[config.mk]
export PLATFORM = sky130hd
export DESIGN_NAME = dmem_port_arbiter
export DESIGN_NICKNAME = d
export VERILOG_FILES = /design/src/rtl/dmem_port_arbiter.sv
export SDC_FILE = /design/constraint.sdc
export NUM_CORES = 1
export LEC_CHECK = 0
export ABC_AREA = 0
export CAP_MARGIN = 20
export CELL_PAD_IN_SITES_DETAIL_PLACEMENT = 0
export CELL_PAD_IN_SITES_GLOBAL_PLACEMENT = 1
export CORE_MARGIN = 5
export CORE_UTILIZATION = 13
export CTS_BUF_LIST = sky130_fd_sc_hd__clkbuf_2
export DETAILED_ROUTE_END_ITERATION = 10
export GPL_ROUTABILITY_DRIVEN = 0
export MAX_ROUTING_LAYER = met4
export PLACE_DENSITY = 0.78
export SYNTH_ARGS = -nofsm -noshare
export SYNTH_HDL_FRONTEND = slang
export SYNTH_SLANG_ARGS = --single-unit
[constraint.sdc]
create_clock -name clk -period 1.1 [get_ports clk]
set_input_delay 0.11 -clock clk [delete_from_list [all_inputs] [get_ports clk]]
set_output_delay 0.11 -clock clk [all_outputs]
set_load 0.005 [all_outputs]
[src/rtl/dmem_port_arbiter.sv]
// Two-port arbiter in front of the single-port data SRAM, with read-response routing.
// Optional macro DMEM_ARB_ROUND_ROBIN_EN switches contention from fixed port-0 priority to round-robin.
module dmem_port_arbiter #(
    parameter int ADDR_WIDTH   = 32,
    parameter int DATA_WIDTH   = 32,
    parameter int READ_LATENCY = 1
) (
    input  logic                    clk,
    input  logic                    rst,

    input  logic                    p0_req_valid,
    output logic                    p0_req_ready,
    input  logic                    p0_req_write,
    input  logic [ADDR_WIDTH-1:0]   p0_req_addr,
    input  logic [DATA_WIDTH-1:0]   p0_req_wdata,
    input  logic [DATA_WIDTH/8-1:0] p0_req_be,
    output logic                    p0_rsp_valid,
    output logic [DATA_WIDTH-1:0]   p0_rsp_rdata,

    input  logic                    p1_req_valid,
    output logic                    p1_req_ready,
    input  logic                    p1_req_write,
    input  logic [ADDR_WIDTH-1:0]   p1_req_addr,
    input  logic [DATA_WIDTH-1:0]   p1_req_wdata,
    input  logic [DATA_WIDTH/8-1:0] p1_req_be,
    output logic                    p1_rsp_valid,
    output logic [DATA_WIDTH-1:0]   p1_rsp_rdata,

    output logic                    mem_enable,
    output logic                    mem_write_enable,
    output logic [ADDR_WIDTH-1:0]   mem_address,
    output logic [DATA_WIDTH-1:0]   mem_write_data,
    output logic [DATA_WIDTH/8-1:0] mem_byte_enable,
    input  logic [DATA_WIDTH-1:0]   mem_read_data
);

    typedef enum logic {
        PORT0 = 1'b0,
        PORT1 = 1'b1
    } port_e;

    logic  grant_valid;
    port_e grant_port;

    // Read-tracking pipeline: one {valid, port} entry per SRAM latency stage.
    logic [READ_LATENCY-1:0] pipe_valid_q, pipe_valid_d;
    logic [READ_LATENCY-1:0] pipe_port_q,  pipe_port_d;

`ifdef DMEM_ARB_ROUND_ROBIN_EN
    port_e last_grant_q, last_grant_d;
`endif

    // Grant is purely combinational; holding it low in reset keeps the SRAM idle.
    always_comb begin
        // NOTE: every always_comb output gets a default first, so no path can infer a latch.
        grant_valid = 1'b0;
        grant_port  = PORT0;
        if (rst) begin
            if (p0_req_valid && p1_req_valid) begin
                grant_valid = 1'b1;
`ifdef DMEM_ARB_ROUND_ROBIN_EN
                grant_port  = (last_grant_q == PORT1) ? PORT0 : PORT1;
`else
                grant_port  = PORT0;
`endif
            end else if (p0_req_valid) begin
                grant_valid = 1'b1;
                grant_port  = PORT0;
            end else if (p1_req_valid) begin
                grant_valid = 1'b1;
                grant_port  = PORT1;
            end
        end
    end

    assign p0_req_ready = grant_valid && (grant_port == PORT0);
    assign p1_req_ready = grant_valid && (grant_port == PORT1);

    always_comb begin
        mem_enable       = 1'b0;
        mem_write_enable = 1'b0;
        mem_address      = '0;
        mem_write_data   = '0;
        mem_byte_enable  = '0;
        if (p0_req_ready) begin
            mem_enable       = 1'b1;
            mem_write_enable = p0_req_write;
            mem_address      = p0_req_addr;
            mem_write_data   = p0_req_wdata;
            mem_byte_enable  = p0_req_be;
        end else if (p1_req_ready) begin
            mem_enable       = 1'b1;
            mem_write_enable = p1_req_write;
            mem_address      = p1_req_addr;
            mem_write_data   = p1_req_wdata;
            mem_byte_enable  = p1_req_be;
        end
    end

    // Stage 0 takes the new read (writes insert a bubble); older stages shift toward the output.
    always_comb begin
        pipe_valid_d    = '0;
        pipe_port_d     = '0;
        pipe_valid_d[0] = grant_valid && !mem_write_enable;
        pipe_port_d[0]  = grant_port;
        for (int i = 1; i < READ_LATENCY; i++) begin
            pipe_valid_d[i] = pipe_valid_q[i-1];
            pipe_port_d[i]  = pipe_port_q[i-1];
        end
    end

`ifdef DMEM_ARB_ROUND_ROBIN_EN
    always_comb begin
        last_grant_d = last_grant_q;
        if (grant_valid) begin
            last_grant_d = grant_port;
        end
    end
`endif

    // Async clear drops every in-flight read, so late SRAM data is never forwarded.
    always_ff @(posedge clk or negedge rst) begin
        if (!rst) begin
            pipe_valid_q <= '0;
            pipe_port_q  <= '0;
`ifdef DMEM_ARB_ROUND_ROBIN_EN
            last_grant_q <= PORT1;
`endif
        end else begin
            // NOTE: sequential state uses non-blocking assignments so every flop samples pre-edge values.
            pipe_valid_q <= pipe_valid_d;
            pipe_port_q  <= pipe_port_d;
`ifdef DMEM_ARB_ROUND_ROBIN_EN
            last_grant_q <= last_grant_d;
`endif
        end
    end

    assign p0_rsp_valid = pipe_valid_q[READ_LATENCY-1] && (pipe_port_q[READ_LATENCY-1] == PORT0);
    assign p1_rsp_valid = pipe_valid_q[READ_LATENCY-1] && (pipe_port_q[READ_LATENCY-1] == PORT1);
    assign p0_rsp_rdata = p0_rsp_valid ? mem_read_data : '0;
    assign p1_rsp_rdata = p1_rsp_valid ? mem_read_data : '0;

endmodule

==> metrics <==
f_max=676 MHz; Yosys cell types=18; worst endpoint required time=between 0.9 and 1 ns; Net Sw Power=0.823 mW; wire length per cell=around 17 um; CTS tree=yes; Power Density=367 nW/um^2; largest cells by area after synthesis=o21ai_2, nand3_1, nand2_1; via count=roughly 3,800; Peak supply drop=0.128 mV; # rows=45; post-DP HPWL=roughly 11,000 um; synthesized-area fraction occupied by adder cells=0; Multi-input gate area=slightly below 2000 um^2; sequential area share after synthesis=0.0246; die height=135 um; via/cell ratio=about 4.3; Yosys warning count=0; number of global-route vias before repair=around 3,900; Reg power frac=0.035; fraction of layout cells with a size suffix above 1=0.518; DR pass1 iterations=4; Worst setup EP type=output port; end point of the critical path=p0_rsp_rdata[25]; crit path DAT=1.37 ns; H-tree levels=1; sw frac=0.358; synthesized area=2040 um^2; Reg area=around 50 um^2; synthesized flop and latch total=2; clock power share=0.048; pre-CTS WS=-0.678 ns; final worst path period share=1.35; Simple-Gate Fraction of Synth Area=0.521; failing checks=negative setup slack; max cap viols=0; Int Power=1.47 mW; accumulated negative setup slack=-19.43 ns; DIE AREA=18,300 um^2; Slew HR=0.874; Setup Viol. Count Final=70; number of DRC markers in iteration 0=152; Cells after Synth=325; Initial Utilization=0.133; XOR/XNOR Fraction of Synth Area=0; area grow syn2layout=207%; Final Critical Period=1.48 ns; Post-DRT Antenna Nets=0; Post-synth ARST share=1.00; boundary pin count=~310; EDFF count, synth=0; CORE AREA=around 15,000 um^2; # placed instances=between 800 and 900; width of the die=135 um; largest family of logic cells by synthesized area=simple AND/OR/NAND/NOR gates; clock-pin slew of the registers on the worst-case setup and hold paths=~0.03 ns; CP Launch Type=register; RSZ-0062 raised after global routing=yes; final core utilization=0.409; total congestion overflow=0; post-layout net count=roughly 850; leakage=roughly 2.8 nW; Crit. Startpoint=pipe_valid_q$_DFF_PN0_; Final Hold Viols=0; number of remaining DRC errors=0; Comb power frac=0.916; post-synth top area share=0.292; first-pass GRT wire length=between 20,000 and 25,000 um; syn_nets=499; Worst Hold Slack=0.0553 ns; status=finished with violations; Root Buffer=clkbuf_2; final wirelength=about 15,000 um; worst setup margin=-0.380 ns; final std cells w/o fill=889; total CTS buffers=3; top cells by count, synth=nand2_1, nand3_1, o21ai_2; largest net degree at the start of global routing=34; antenna cells=0; post-synth top area cell=o21ai_2; Port Buffers=311; fin. max-slew vios=0; critical-path maximum fanout=5; Synth Area in Compound Gates=0.298; most used flip-flop cell after synthesis=dfrtp_1; antenna violations before repair=0; CP Class=register to output port; Filler Cell Count=1,530; multiplexer share of the synthesized area=0; Worst Max-Slew Pin Slew=around 0.19 ns; maximum clock insertion buffer count=2; min-delay worst type=input port to async pin; Mapped Avg Cell Area=6.27 um^2; Total GRT Usage=0.155; clk sinks=2
[cells in the final DEF, fill, tap and decap left out]
master and n:
nand3_2 9, nand3b_1 1, and2_1 10, buf_12 19
clkbuf_2 13, buf_16 6, nand2_1 69, buf_6 82
nor2_1 4, nand2b_4 2, o21ai_2 68, and3_1 1
buf_2 65, nand3_1 60, and2_4 24, and3_4 31
clkdlybuf4s15_1 6, bufbuf_16 2, clkbuf_16 1, buf_8 9
nor2b_4 1, clkdlybuf4s50_1 170, dlygate4sd2_1 2, o21ai_1 1
buf_4 18, dfrtp_1 2, inv_2 1, o31ai_1 1
[routing by layer]
metal | GRT usage | up-vias | part of all wire
met1 | 0.178 | 1787 | 0.39
met5 | - | - | 0
met4 | 0.0224 | 0 | 0.0092
met3 | 0.0208 | 10 | 0.067
met2 | 0.291 | 179 | 0.54
li1 | - | 1836 | -
[area by class of cell]
cell class | count | share of cell area
repair buffers | 390 | 0.636
multi-input cells | 282 | 0.311
well taps | 211 | 0.0421
flip-flops and latches | 2 | 0.00799
clock buffers | 3 | 0.00240
inverters | 1 | 0.000599
[power by group through the flow]
stage | combinational [mW] | sequential (mW) | clock, mW
final | 2.10 | 0.0815 | 0.111
after floorplan | 0.599 | 0.0824 | 0
after global placement | 1.75 | 0.0811 | 0
after global routing | 2.25 | 0.0819 | 0.120
after CTS | 2.04 | 0.0818 | 0.123
after detailed placement | 1.77 | 0.0814 | 0
[cells by family (layout without fill, tap and decap cells)]
logic type,after synthesis,in the layout
AOI/OAI and AO/OA,70,70
and+or+nand+nor,211,212
DFF,2,2
buffers and inverters,42,394
[how the worst min path moves through the flow]
stage	depth (start not counted)	slack [ns]	endpoint	from
floorplan	0	-0.19	pipe_port_q$_DFF_PN0_	rst
global placement	2	0.13	pipe_port_q$_DFF_PN0_	rst
detailed placement	2	0.14	pipe_port_q$_DFF_PN0_	rst
CTS	2	0.05	pipe_valid_q$_DFF_PN0_	rst
global route	2	0.06	pipe_valid_q$_DFF_PN0_	rst
finish	2	0.06	pipe_valid_q$_DFF_PN0_	rst
[repair_timing]
item | 4_1_cts | 5_1_grt
hold buffers | 0 | 0
pin swaps | 39 | 16
gates cloned | 14 | 1
gates resized for setup | 651 | 73
setup buffers | 28 | 21
endpoints found under the setup margin | 138 | 113
[state kept, by name (all words and copies together) (netlist names)]
signal,cells
pipe_valid_q,1
pipe_port_q,1
[stage by stage]
step | cell area [um^2] | power (mW)
final | 6270 | 2.30
after global routing | 6270 | 2.46
after CTS | 6010 | 2.24
after detailed placement | 5360 | 1.85
after global placement | 5360 | 1.84
after floorplan | 2040 | 0.682
[critical path: stages, from the launching register on]
cell	delay, ns
dfrtp_1	0.39
nor2b_4	0.15
buf_12	0.13
buf_8	0.13
buf_12	0.13
and2_4	0.15
buf_6	0.11
No activity file was read; power rests on OpenSTA's default activity.
